**config.mk**
```make
export PLATFORM = sky130hd
export DESIGN_NAME = mux_select_scanner
export DESIGN_NICKNAME = d
export VERILOG_FILES = /design/src/rtl/mux_scan_pkg.sv /design/src/rtl/mux_select_scanner_next_ch_find.sv /design/src/rtl/mux_select_scanner.sv
export SDC_FILE = /design/constraint.sdc
export NUM_CORES = 1
export LEC_CHECK = 0
export BUFFER_PORTS_ARGS = -buffer_cell sky130_fd_sc_hd__buf_2
export CAP_MARGIN = 10
export CORE_MARGIN = 4
export CORE_UTILIZATION = 55
export CTS_CLUSTER_DIAMETER = 60
export DETAILED_ROUTE_END_ITERATION = 12
export GPL_TIMING_DRIVEN = 0
export PLACE_DENSITY = 0.77
export SLEW_MARGIN = 20
export SYNTH_ARGS = -nofsm -noshare
export SYNTH_HDL_FRONTEND = slang
export SYNTH_SLANG_ARGS = --single-unit
export TNS_END_PERCENT = 50
```
**constraint.sdc**
```tcl
create_clock -name clk -period 2.64 [get_ports clk]
set_input_delay 0.264 -clock clk [delete_from_list [all_inputs] [get_ports clk]]
set_output_delay 0.264 -clock clk [all_outputs]
set_load 0.1 [all_outputs]
```
**src/rtl/mux_scan_pkg.sv**
```systemverilog
// Shared types and constants for the 4:1 mux select scanner.
package mux_scan_pkg;

  localparam int unsigned CH_N  = 4;
  localparam int unsigned SEL_W = 2;

  typedef enum logic {
    IDLE  = 1'b0,
    DWELL = 1'b1
  } state_e;

  // Index of the lowest set bit of m; 0 when m is empty.
  function automatic logic [SEL_W-1:0] first_set(input logic [CH_N-1:0] m);
    first_set = '0;
    for (int unsigned i = CH_N; i > 0; i--) begin
      if (m[i-1]) first_set = SEL_W'(i - 1);
    end
  endfunction

endpackage

```
**src/rtl/mux_select_scanner_next_ch_find.sv**
```systemverilog
// Combinational search for the next enabled channel above the current one.
// When none exists, wrap_o is set and next_o is the lowest enabled channel.
module next_ch_find
  import mux_scan_pkg::*;
(
  input  logic [CH_N-1:0]  mask_i,
  input  logic [SEL_W-1:0] cur_i,
  output logic [SEL_W-1:0] next_o,
  output logic             wrap_o
);

  // Descending scan so the lowest qualifying index is the one kept.
  always_comb begin
    next_o = first_set(mask_i);
    wrap_o = 1'b1;
    for (int unsigned i = CH_N; i > 0; i--) begin
      if (mask_i[i-1] && ((i - 1) > 32'(cur_i))) begin
        next_o = SEL_W'(i - 1);
        wrap_o = 1'b0;
      end
    end
  end

endmodule

```
**src/rtl/mux_select_scanner.sv**
```systemverilog
// Sweeps the select of a downstream 4:1 mux over the enabled channels,
// holding each for max(dwell,1) cycles; one-shot or continuous.
module mux_select_scanner
  import mux_scan_pkg::*;
#(
  parameter int unsigned DWELL_W = 8
) (
  input  logic               clk,
  input  logic               rst_n,
  input  logic               start,
  input  logic               stop,
  input  logic [3:0]         mask,
  input  logic [DWELL_W-1:0] dwell,
  input  logic               continuous,
  output logic [1:0]         s,
  output logic               valid,
  output logic               busy,
  output logic               sweep_done,
  output logic               err
);

  state_e             state_q, state_d;
  logic [SEL_W-1:0]   s_q, s_d;
  logic               valid_q, valid_d;
  logic               busy_q, busy_d;
  logic               done_q, done_d;
  logic               err_q, err_d;
  logic [DWELL_W-1:0] cnt_q, cnt_d;
  logic [DWELL_W-1:0] reload_q, reload_d;
  logic [CH_N-1:0]    mask_q, mask_d;
  logic               cont_q, cont_d;

  logic [SEL_W-1:0]   nxt;
  logic               wrap;
  logic               start_ok;
  logic               expire;
  logic [DWELL_W-1:0] dwell_m1;

  next_ch_find u_find (
    .mask_i (mask_q),
    .cur_i  (s_q),
    .next_o (nxt),
    .wrap_o (wrap)
  );

  assign start_ok = start && (mask != '0);
  assign expire   = (cnt_q == '0);
  // Latched as max(dwell,1)-1 so a zero dwell needs no later special case.
  assign dwell_m1 = (dwell == '0) ? '0 : dwell - DWELL_W'(1);

  // State and registered outputs/config, cleared asynchronously.
  always_ff @(posedge clk or negedge rst_n) begin
    if (!rst_n) begin
      state_q  <= IDLE;
      s_q      <= '0;
      valid_q  <= 1'b0;
      busy_q   <= 1'b0;
      done_q   <= 1'b0;
      err_q    <= 1'b0;
      cnt_q    <= '0;
      reload_q <= '0;
      mask_q   <= '0;
      cont_q   <= 1'b0;
    end else begin
      state_q  <= state_d;
      s_q      <= s_d;
      valid_q  <= valid_d;
      busy_q   <= busy_d;
      done_q   <= done_d;
      err_q    <= err_d;
      cnt_q    <= cnt_d;
      reload_q <= reload_d;
      mask_q   <= mask_d;
      cont_q   <= cont_d;
    end
  end

  // Next state: stop outranks expiry; one-shot wrap returns to IDLE.
  always_comb begin
    state_d = state_q;
    case (state_q)
      IDLE:    if (start_ok) state_d = DWELL;
      DWELL: begin
        if (stop)                           state_d = IDLE;
        else if (expire && wrap && !cont_q) state_d = IDLE;
      end
      default: state_d = IDLE;
    endcase
  end

  // Next values of select, counter, latched config and output pulses.
  always_comb begin
    s_d      = s_q;
    cnt_d    = cnt_q;
    reload_d = reload_q;
    mask_d   = mask_q;
    cont_d   = cont_q;
    done_d   = 1'b0;
    err_d    = 1'b0;
    valid_d  = (state_d == DWELL);
    busy_d   = (state_d == DWELL);
    case (state_q)
      IDLE: begin
        if (start_ok) begin
          mask_d   = mask;
          cont_d   = continuous;
          reload_d = dwell_m1;
          cnt_d    = dwell_m1;
          s_d      = first_set(mask);
        end else if (start) begin
          err_d = 1'b1;
        end
      end
      DWELL: begin
        if (stop) begin
          s_d   = '0;
          cnt_d = '0;
        end else if (!expire) begin
          cnt_d = cnt_q - DWELL_W'(1);
        end else begin
          s_d   = nxt;
          cnt_d = reload_q;
          if (wrap) begin
            done_d = 1'b1;
            if (!cont_q) begin
              s_d   = '0;
              cnt_d = '0;
            end
          end
        end
      end
      default: ;
    endcase
  end

  assign s          = s_q;
  assign valid      = valid_q;
  assign busy       = busy_q;
  assign sweep_done = done_q;
  assign err        = err_q;

endmodule

```
==> results.py <==
metrics = {
    "clock_tree": {
        "cts_buffers": 3,
        "clock_sinks": 26,
        "holdBufCountCts": 1,
        "cts_buffer_depth": 2,
        "cts_root_buf": "clkbuf_4",
        "cts_setup_buffers": 0,
        "clk_latency_ps": 320,
        "cts.clk_slew.worst_paths_ps": 130,
        "cts_tree": "built",
        "htreeDepth": 1,
        "ctsResizeCount": 0,
    },
    "synth": {
        "synth_top_family_by_area": "simple AND/OR/NAND/NOR gates",
        "ys_seq_area_share_pct": 40.1,
        "syn-instance-count": 188,
        "ys_types": 48,
        "yosysTopAreaCell": "dfrtp_1",
        "syn_nets": 209,
        "syn_avg_cell_area_um2": 8.64,
        "ys.flop_type": "dfrtp_1",
        "synth_edf_count": 0,
        "yosys-top-cells-area": "dfrtp_1 (40%), o21ai_0 (5.9%), nand2_1 (5.3%), a21oi_1 (4.3%), nor2b_1 (3.5%)",
        "synthAdderAreaFrac_pct": 3.08,
        "async_reset_ff_share_pct": 100,
        "syn_area_um2": 1620,
        "synth_top_cell_area_share_pct": 40.1,
        "synth_seq_cells": 26,
        "synth_compound_area_share_pct": 24.2,
        "yosys.area_share.simple_pct": 25.3,
        "synth.most_common_cell": "dfrtp_1",
        "yosysWarningCount": 0,
        "synth_commonest_cells": "dfrtp_1 (26), nand2_1 (23), o21ai_0 (19)",
        "synthMuxAreaShare_pct": 2.77,
        "synth_xor_area_share_pct": 1.62,
    },
    "global_route": {
        "grt_pass1_wl_um": 6690,
        "antenna_found_initial": 0,
        "overflow": 0,
        "grt_max_degree": 27,
        "track_usage_pct": 20.5,
        "grt_pass1_vias": 1457,
    },
    "timing": {
        "final-setup-viol-count": 0,
        "skew_ps": 10.3,
        "finalCritPeriodShare_pct": 84.2,
        "tns_ps": 0,
        "fmax_mhz": 450,
        "finalHoldViolCount": 0,
        "rsz0062_at_grt": "false",
        "tightest_slew_ps": 579,
        "min_period_ps": 2220,
        "slew_violations": 0,
        "setup_slack_ps": 416,
        "relSlewSlack_pct": 61.4,
    },
    "finish": {
        "regArea_um2": 651,
        "antenna_cells": 0,
        "num-fill-cells": 248,
        "drive_above_1_share_pct": 19.1,
        "layout.nets": 237,
        "syn_to_final_growth_pct": 12.0,
        "multi_input_comb_area_um2": 926,
    },
    "drt": {
        "dr.first_iter.drc_count": 70,
        "drc": 0,
        "ant_nets": 0,
        "wirelength_um": 3870,
        "routedWlPerCell_um": 15.7,
        "num_vias": 1528,
        "drt_first_pass_iters": 6,
        "viasPerCell": 6.21,
    },
    "setup_path": {
        "crit_family": "compound AO/OA/AOI/OAI gates",
        "r2r_start": "cnt_q[0]$_DFFE_PN0P_",
        "path_max_fanout": 6,
        "slowest_stage": "nor4b_2",
        "cp-startpoint": "cnt_q[0]$_DFFE_PN0P_",
        "crit_path_start_kind": "flip-flop",
        "critPathArrivalTime_ps": 2480,
        "cp.buffers_inverters": 1,
        "crit_chain": "inv_1, ha_1, nor4b_2, nand3_1, a21oi_1, a211oi_1, o21ai_1",
        "required_ps": 2890,
        "cp-end-kind": "flip-flop",
        "cpPeakStageDelay_ps": 460,
        "criticalPathCategory": "flip-flop to flip-flop",
    },
    "floorplanning": {
        "die-area_um2": 3890,
        "num_io_pins": 23,
        "core_um2": 2780,
        "num_rows": 19,
        "dieHeight_um": 62.3,
        "initial_utilization_pct": 58.4,
        "die_x_um": 62.3,
    },
    "power_and_ir_drop": {
        "seq_power_share_pct": 43.9,
        "max-vdd-ir-drop_mv": 0.661,
        "p_sw_share_pct": 43.3,
        "p_switching_mw": 0.598,
        "clock_power_share_pct": 14.6,
        "cellLeakagePower_nw": 0.803,
        "intPower_mw": 0.782,
        "powerDensity_nw_per_um2": 759,
        "p_comb_share_pct": 41.5,
    },
    "worst_hold_path": {
        "hp-class": "input port to flip-flop",
        "hold_start": "mask[0]",
    },
    "flow_run": {
        "cap_violations": 0,
    },
    "place": {
        "dp_slack_ps": 446,
        "io_buffers": 22,
        "hpwl_um": 3090,
        "place.gp.congestion": 0.849,
    },
    "run_status": {
        "status": "finished clean",
    },
}
-- through the flow --
stage	cell area, µm²	power, mW	util [%]	std cells	hold WS (ps)
after global routing	1820	1.48	65.4	246	152
after floorplan	1620	1.02	-	188	-31.6
final	1820	1.38	65.4	246	164
after CTS	1820	1.38	65.4	246	158
after global placement	1770	1.15	63.7	241	285
after detailed placement	1770	1.18	63.7	241	295
-- worst paths after layout --
check | endpoint | slack (ps) | cells past startpoint
max reg2reg | cnt_q[2]$_DFFE_PN0P_ | 420 | 7
min | err$_DFF_PN0_ | 160 | 2
min reg2reg | reload_q[2]$_DFFE_PN0P_ | 510 | 2
max | cnt_q[2]$_DFFE_PN0P_ | 420 | 7
max in group asynchronous | reload_q[1]$_DFFE_PN0P_ | 1800 | 2
min in group asynchronous | mask_q[2]$_DFFE_PN0P_ | 450 | 2
-- power by group through the flow --
stage,Clock (mW),Sequential (mW),Combinational [mW]
after CTS,0.204,0.602,0.572
after floorplan,0,0.667,0.354
after detailed placement,0,0.610,0.569
after global routing,0.226,0.623,0.634
after global placement,0,0.603,0.546
final,0.201,0.606,0.573
-- layout make-up --
class | count | share of cell area (%)
plain buffers | 3 | 0.963
clock buffers | 4 | 1.99
inverters | 8 | 1.65
multi-input cells | 151 | 50.9
flip-flops and latches | 26 | 35.8
well taps | 31 | 2.13
repair buffers | 23 | 6.60
-- metal layers --
metal	wire length (µm)	vias to the layer above	GRT usage, %
li1	-	744	-
met1	1550	715	26.1
met2	1970	55	33.8
met3	255	14	4.14
met4	97	0	8.22
met5	0	-	0
-- kinds of logic after synthesis --
| group | Yosys count |
|---|---|
| xor+xnor | 3 |
| flops | 26 |
| simple gates | 80 |
| fa+ha+maj | 4 |
| mux | 4 |
| compound gates | 60 |
| buf+inv | 11 |
-- cell usage in the layout, fill, tap and decap left out, types with 2 or more instances in the layout --
cell type	n
dfrtp_1	26
clkbuf_4	3
a21oi_1	14
buf_2	24
ha_1	4
nor2b_1	9
inv_1	8
or3_1	3
nor4_1	3
nor3_1	10
a22o_1	2
o21ai_0	19
nand3_1	4
nand2b_1	4
xnor2_1	2
nor2_1	14
mux2_2	4
nand2_1	23
a31oi_1	3
a211oi_1	2
nor2_2	2
a22oi_1	2
o221ai_1	2
-- sequential cells by signal (all words and copies together), names as in the netlist --
name and cells:
s 2, cnt_q 8, sweep_done 1, reload_q 8
busy 1, cont_q 1, err 1, mask_q 4
Power figures use the tool's default switching activity.
